File: config.mk
export PLATFORM = sky130hd
export DESIGN_NAME = pixel_byte_cache_flat
export DESIGN_NICKNAME = d
export VERILOG_FILES = /design/src/rtl/pixel_byte_cache_if.sv /design/src/rtl/pixel_byte_cache.sv /design/src/flat_wrapper.sv
export SDC_FILE = /design/constraint.sdc
export NUM_CORES = 1
export LEC_CHECK = 0
export ABC_AREA = 1
export CORE_AREA = 3 3 229 231
export DETAILED_ROUTE_END_ITERATION = 10
export DIE_AREA = 0 0 232 234
export GPL_ROUTABILITY_DRIVEN = 1
export MAX_ROUTING_LAYER = met4
export PLACE_DENSITY = 0.57
export SKIP_LAST_GASP = 1
export SLEW_MARGIN = 40
export SYNTH_ARGS = -nofsm -noshare
export SYNTH_HDL_FRONTEND = slang
export SYNTH_SLANG_ARGS = --single-unit
File: constraint.sdc
create_clock -name clk -period 4.8 [get_ports clk]
set_clock_uncertainty 0.15 [all_clocks]
set_input_delay 0.72 -clock clk [delete_from_list [all_inputs] [get_ports clk]]
set_output_delay 0.72 -clock clk [all_outputs]
set_load 0.02 [all_outputs]
File: src/rtl/pixel_byte_cache_if.sv
// Pixel request/response bundle between edge_search (master) and the pixel byte cache (slave).
interface pixel_byte_cache_if;
   logic [9:0] x;
   logic [9:0] y;
   logic       flush;
   logic       ready;
   logic       pixel;

   modport master (output x, y, flush, input ready, pixel);
   modport slave  (input x, y, flush, output ready, pixel);
endinterface

File: src/rtl/pixel_byte_cache.sv
// Direct-mapped, one-byte-per-line read cache turning (x,y) pixel requests into
// image_memory byte reads; hits resolve combinationally, misses run one fill at a time.
module pixel_byte_cache #(
   parameter int ENTRIES    = 16,
   parameter int RD_LATENCY = 1,
   parameter int WIDTH      = 640,
   parameter int HEIGHT     = 480
) (
   input  logic              clk,
   input  logic              reset,
   pixel_byte_cache_if.slave req,
   output logic [15:0]       rdaddress,
   input  logic [7:0]        rdata,
   output logic [15:0]       hit_count,
   output logic [15:0]       miss_count
);
   localparam int IDXW = $clog2(ENTRIES);
   localparam logic [15:0] ROW_BYTES = 16'(WIDTH / 8);

   typedef enum logic [1:0] {IDLE, FETCH, CAPTURE} state_t;
   state_t state, state_nxt;

   logic [ENTRIES-1:0]       valid;
   logic [ENTRIES-1:0][15:0] tag;
   logic [ENTRIES-1:0][7:0]  data;
   logic [15:0]              fill_addr;
   logic [2:0]               wait_cnt;
   logic                     abort;

   logic                     in_frame, hit, miss;
   logic [15:0]              baddr;
   logic [IDXW-1:0]          idx, fill_idx;
   logic                     start_fill, capture;

   assign in_frame = (int'(req.x) < WIDTH) && (int'(req.y) < HEIGHT);
   assign baddr    = 16'(req.y) * ROW_BYTES + 16'(req.x[9:3]);
   assign idx      = baddr[IDXW-1:0];
   assign fill_idx = fill_addr[IDXW-1:0];
   // Tag holds the whole byte address, so a tag match alone identifies the byte.
   assign hit      = in_frame && valid[idx] && (tag[idx] == baddr);
   assign miss     = in_frame && !hit;

   // Out-of-frame pixels resolve immediately as background.
   assign req.ready = !in_frame || hit;
   assign req.pixel = hit && data[idx][req.x[2:0]];

   always_ff @(posedge clk or negedge reset)
      if (!reset) state <= IDLE;
      else        state <= state_nxt;

   always_comb begin
      state_nxt = state;
      case (state)
         IDLE:    if (miss) state_nxt = FETCH;
         FETCH:   if (wait_cnt == 3'd1) state_nxt = CAPTURE;
         CAPTURE: state_nxt = IDLE;
         default: state_nxt = IDLE;
      endcase
   end

   always_comb begin
      start_fill = (state == IDLE) && miss;
      capture    = (state == CAPTURE);
   end

   always_ff @(posedge clk or negedge reset) begin
      if (!reset) begin
         rdaddress <= '0;
         fill_addr <= '0;
         wait_cnt  <= '0;
      end else if (start_fill) begin
         rdaddress <= baddr;
         fill_addr <= baddr;
         wait_cnt  <= 3'(RD_LATENCY);
      end else if (state == FETCH) begin
         wait_cnt  <= wait_cnt - 3'd1;
      end
   end

   // A flush while a fill is outstanding means its byte may be from the old frame.
   always_ff @(posedge clk or negedge reset) begin
      if (!reset)                         abort <= 1'b0;
      else if (capture)                   abort <= 1'b0;
      else if (req.flush && state == FETCH) abort <= 1'b1;
   end

   always_ff @(posedge clk or negedge reset) begin
      if (!reset)                   valid <= '0;
      else if (req.flush)           valid <= '0;
      else if (capture && !abort)   valid[fill_idx] <= 1'b1;
   end

   always_ff @(posedge clk) begin
      if (capture) begin
         tag[fill_idx]  <= fill_addr;
         data[fill_idx] <= rdata;
      end
   end

   always_ff @(posedge clk or negedge reset) begin
      if (!reset) begin
         hit_count  <= '0;
         miss_count <= '0;
      end else begin
         if (hit && hit_count != 16'hFFFF)         hit_count  <= hit_count + 16'd1;
         if (start_fill && miss_count != 16'hFFFF) miss_count <= miss_count + 16'd1;
      end
   end
endmodule

File: src/flat_wrapper.sv
// flat-port wrapper written by rule: the top's interface ports become plain ports
module pixel_byte_cache_flat 
#(
   parameter int ENTRIES    = 16,
   parameter int RD_LATENCY = 1,
   parameter int WIDTH      = 640,
   parameter int HEIGHT     = 480
)
  (clk, reset, rdaddress, rdata, hit_count, miss_count, req_x, req_y, req_flush, req_ready, req_pixel);
  pixel_byte_cache_if req_i ();
  input  logic clk;
  input  logic reset;
  output logic [15:0] rdaddress;
  input  logic [7:0] rdata;
  output logic [15:0] hit_count;
  output logic [15:0] miss_count;
  input wire logic [$bits(req_i.x)-1:0] req_x;
  input wire logic [$bits(req_i.y)-1:0] req_y;
  input wire logic [$bits(req_i.flush)-1:0] req_flush;
  output wire logic [$bits(req_i.ready)-1:0] req_ready;
  output wire logic [$bits(req_i.pixel)-1:0] req_pixel;
  assign req_i.x = req_x;
  assign req_i.y = req_y;
  assign req_i.flush = req_flush;
  assign req_ready = req_i.ready;
  assign req_pixel = req_i.pixel;
  pixel_byte_cache #(.ENTRIES(ENTRIES), .RD_LATENCY(RD_LATENCY), .WIDTH(WIDTH), .HEIGHT(HEIGHT)) u_core (.clk(clk), .reset(reset), .req(req_i), .rdaddress(rdaddress), .rdata(rdata), .hit_count(hit_count), .miss_count(miss_count));
endmodule
==> impl_metrics.env <==
export IMPL_ir_worst_vdd_v=0.000287
export IMPL_async_flop_share_pct=15.4
export IMPL_gp_congestion=0.828
export IMPL_dieArea_um2=54300
export IMPL_drive_gt1_share_pct=11.2
export IMPL_critical_path_endpoint_type="output pin"
export IMPL_ant_nets=0
export IMPL_clock_latency_ns=0.59
export IMPL_r2r_start="u_core.state[0]"
export IMPL_cts_sink_count=454
export IMPL_finalCriticalPeriod_ns=4.54
export IMPL_r2r_slack_ns=1.74
export IMPL_hold_viol=0
export IMPL_fin_crit_sh_pct=94.5
export IMPL_synth_fp_nets=1946
export IMPL_cp_start_kind="input pin"
export IMPL_finalInstanceArea_um2=24000
export IMPL_htreeDepth=2
export IMPL_worstSetupPathType="in2out"
export IMPL_synth_area_um2=20200
export IMPL_antenna_found_initial=0
export IMPL_synth_cell_types=43
export IMPL_reg2reg_depth=4
export IMPL_floorplan_initialDensity_pct=40.1
export IMPL_finalNetCount=2091
export IMPL_routed_via_density=5.27
export IMPL_setup_tns_ns=0
export IMPL_worst_pin_slew_ns=0.837
export IMPL_wl_um=54400
export IMPL_dp_hpwl_um=31800
export IMPL_required_ns=3.93
export IMPL_ys_flop_type="edfxtp_1"
export IMPL_setup_viol=0
export IMPL_post_cts_buffers=0
export IMPL_status="finished, final reports clean"
export IMPL_syn_avg_cell_area_um2=10.7
export IMPL_die_y_um=234
export IMPL_nFillCells=4611
export IMPL_synth_edff_count=384
export IMPL_clkTransAtPathRegs_ns=0.06
export IMPL_crit_fanout=3
export IMPL_io_pins=81
export IMPL_syn_inst=1890
export IMPL_slew_headroom_pct=43.9
export IMPL_gr_total_overflow=0
export IMPL_std_cell_rows=82
export IMPL_drt_iter0_drc=1253
export IMPL_final_cell_mix="nand2_1 (419), edfxtp_1 (384), nand3_1 (266)"
export IMPL_p_per_area_nw_per_um2=435
export IMPL_mostFrequentLayoutCell="nand2_1"
export IMPL_holdCritPathClass="in2async"
export IMPL_diodes=0
export IMPL_slew_violations=0
export IMPL_grt_max_degree=90
export IMPL_first_pass_iters=5
export IMPL_io_buffers=80
export IMPL_grt_pass1_vias=14000
export IMPL_die_width_um=232
export IMPL_cts_tree="done"
export IMPL_grt_pass1_wl_um=83200
export IMPL_area_growth_pct=18.7
export IMPL_ys_warn_count=0
export IMPL_synth_seq_cells=454
export IMPL_fmax_mhz=220
export IMPL_drv_cap=0
export IMPL_clk_path_buf_depth=3
export IMPL_grt_use_total_pct=20.7
export IMPL_drc_errors=0
export IMPL_numCtsBuffers=48
export IMPL_fin_ws_ns=0.263
export IMPL_drt_wirelength_per_cell_um=19.8
export IMPL_root_buffer="clkbuf_16"
export IMPL_dp_slack_ns=-0.508
export IMPL_num_vias=14500
export IMPL_hold_buffers=0
export IMPL_cp_arrival_ns=3.67
export IMPL_dpl_cell_area_um2=22300
export IMPL_r2r_end="u_core.tag[188]"
export IMPL_design_core_area_um2=50300
export IMPL_ys_seq_area_share_pct=65.8
export IMPL_power_leakage_nw=8.99
==> logic make-up (layout without fill, tap and decap cells) <==
| logic type | Yosys count | in the layout | synth area share (%) |
|---|---|---|---|
| and+or+nand+nor | 952 | 952 | 20.4 |
| DFF | 454 | 454 | 65.8 |
| AOI/OAI and AO/OA | 222 | 222 | 6.12 |
| buffers and inverters | 214 | 398 | 4.99 |
| adders and majority gates | 25 | 25 | 1.63 |
| xor gates and xnor gates | 22 | 22 | 0.955 |
| muxes | 1 | 1 | 0.0558 |
==> through the flow <==
step | hold WS, ns | utilization [%] | power [W] | cells
after floorplan | 0.274 | - | 0.00597 | 1890
after global placement | 0.306 | 44.3 | 0.00680 | 2657
after detailed placement | 0.334 | 44.4 | 0.00683 | 2657
after CTS | 0.0306 | 47.5 | 0.0105 | 2746
after global routing | 0.0621 | 47.7 | 0.0108 | 2746
final | 0.00871 | 47.7 | 0.0104 | 2746
==> worst max-delay path: stages <==
cell and delay, ns:
clkdlybuf4s50_1 0.45, ha_1 0.23, ha_4 0.18, fa_2 0.60, inv_2 0.08, nor2_2 0.14, nand4_1 0.14, nor2_1 0.15
nand3_1 0.10, nand3_1 0.09, nand2_1 0.09, nor3_2 0.21, nand2_2 0.18, nor2_4 0.16, buf_6 0.12
==> Yosys cell counts (26+ instances only) <==
cell type,count,area share [%]
dfrtp_1,70,8.7
nor3_1,35,0.87
o21ai_0,111,2.8
a21oi_1,29,0.72
inv_1,116,2.2
nor2_1,182,3.4
buf_2,32,0.79
nand2_1,424,7.9
nand3_1,269,6.7
edfxtp_1,384,57
o22ai_1,26,0.81
==> registers in the layout, indices dropped and copies added, names as in the netlist <==
| name | count |
|---|---|
| u_core.miss_count | 16 |
| u_core.state | 2 |
| u_core.data | 128 |
| u_core.rdaddress | 16 |
| u_core.valid | 16 |
| u_core.abort | 1 |
| u_core.hit_count | 16 |
| u_core.wait_cnt | 3 |
| u_core.tag | 256 |
==> layout make-up <==
class | instances | area [µm²] | share of cell area [%]
Clock inverter | 27 | 235 | 0.982
Inverter | 121 | 457 | 1.91
Clock buffer | 62 | 1300 | 5.41
Timing Repair Buffer | 188 | 1760 | 7.34
Multi-Input combinational cell | 1222 | 6090 | 25.4
Sequential cell | 454 | 13300 | 55.4
Tap cell | 672 | 841 | 3.51
==> how the worst max path moves through the flow <==
stage              from         to  slack, ns  cells after the start
2_1_floorplan  req_y[1]  req_pixel       0.87                     14
3_3_place_gp   req_y[1]  req_pixel      -0.47                     18
3_5_place_dp   req_y[1]  req_pixel      -0.51                     16
4_1_cts        req_y[1]  req_pixel       0.02                     15
5_1_grt        req_y[2]  req_pixel      -0.03                     17
6_report       req_y[2]  req_pixel       0.26                     15
==> repair_timing <==
action,CTS,global route
pin swaps,1,8
resized for setup,12,26
endpoints found under the setup margin,2,2
==> report_power, final <==
| group | total (W) | internal [W] | switching [W] | leakage [nW] |
|---|---|---|---|---|
| clock network | 0.00364 | 0.00212 | 0.00153 | 0.745 |
| logic | 0.00164 | 0.000572 | 0.00106 | 3.86 |
| registers | 0.00514 | 0.00478 | 0.000352 | 4.38 |
| total | 0.0104 | 0.00747 | 0.00294 | 8.99 |
==> routing by layer <==
layer / vias up / part of all wire (%) / wire length, µm / track usage, %
li1: 6879 / - / - / -
met1: 7098 / 44 / 24000 / 27.3
met2: 391 / 48 / 26200 / 33.7
met3: 105 / 5.3 / 2880 / 2.83
met4: 0 / 2.4 / 1320 / 6.16
met5: - / 0 / 0 / -
Power figures use the tool's default switching activity.
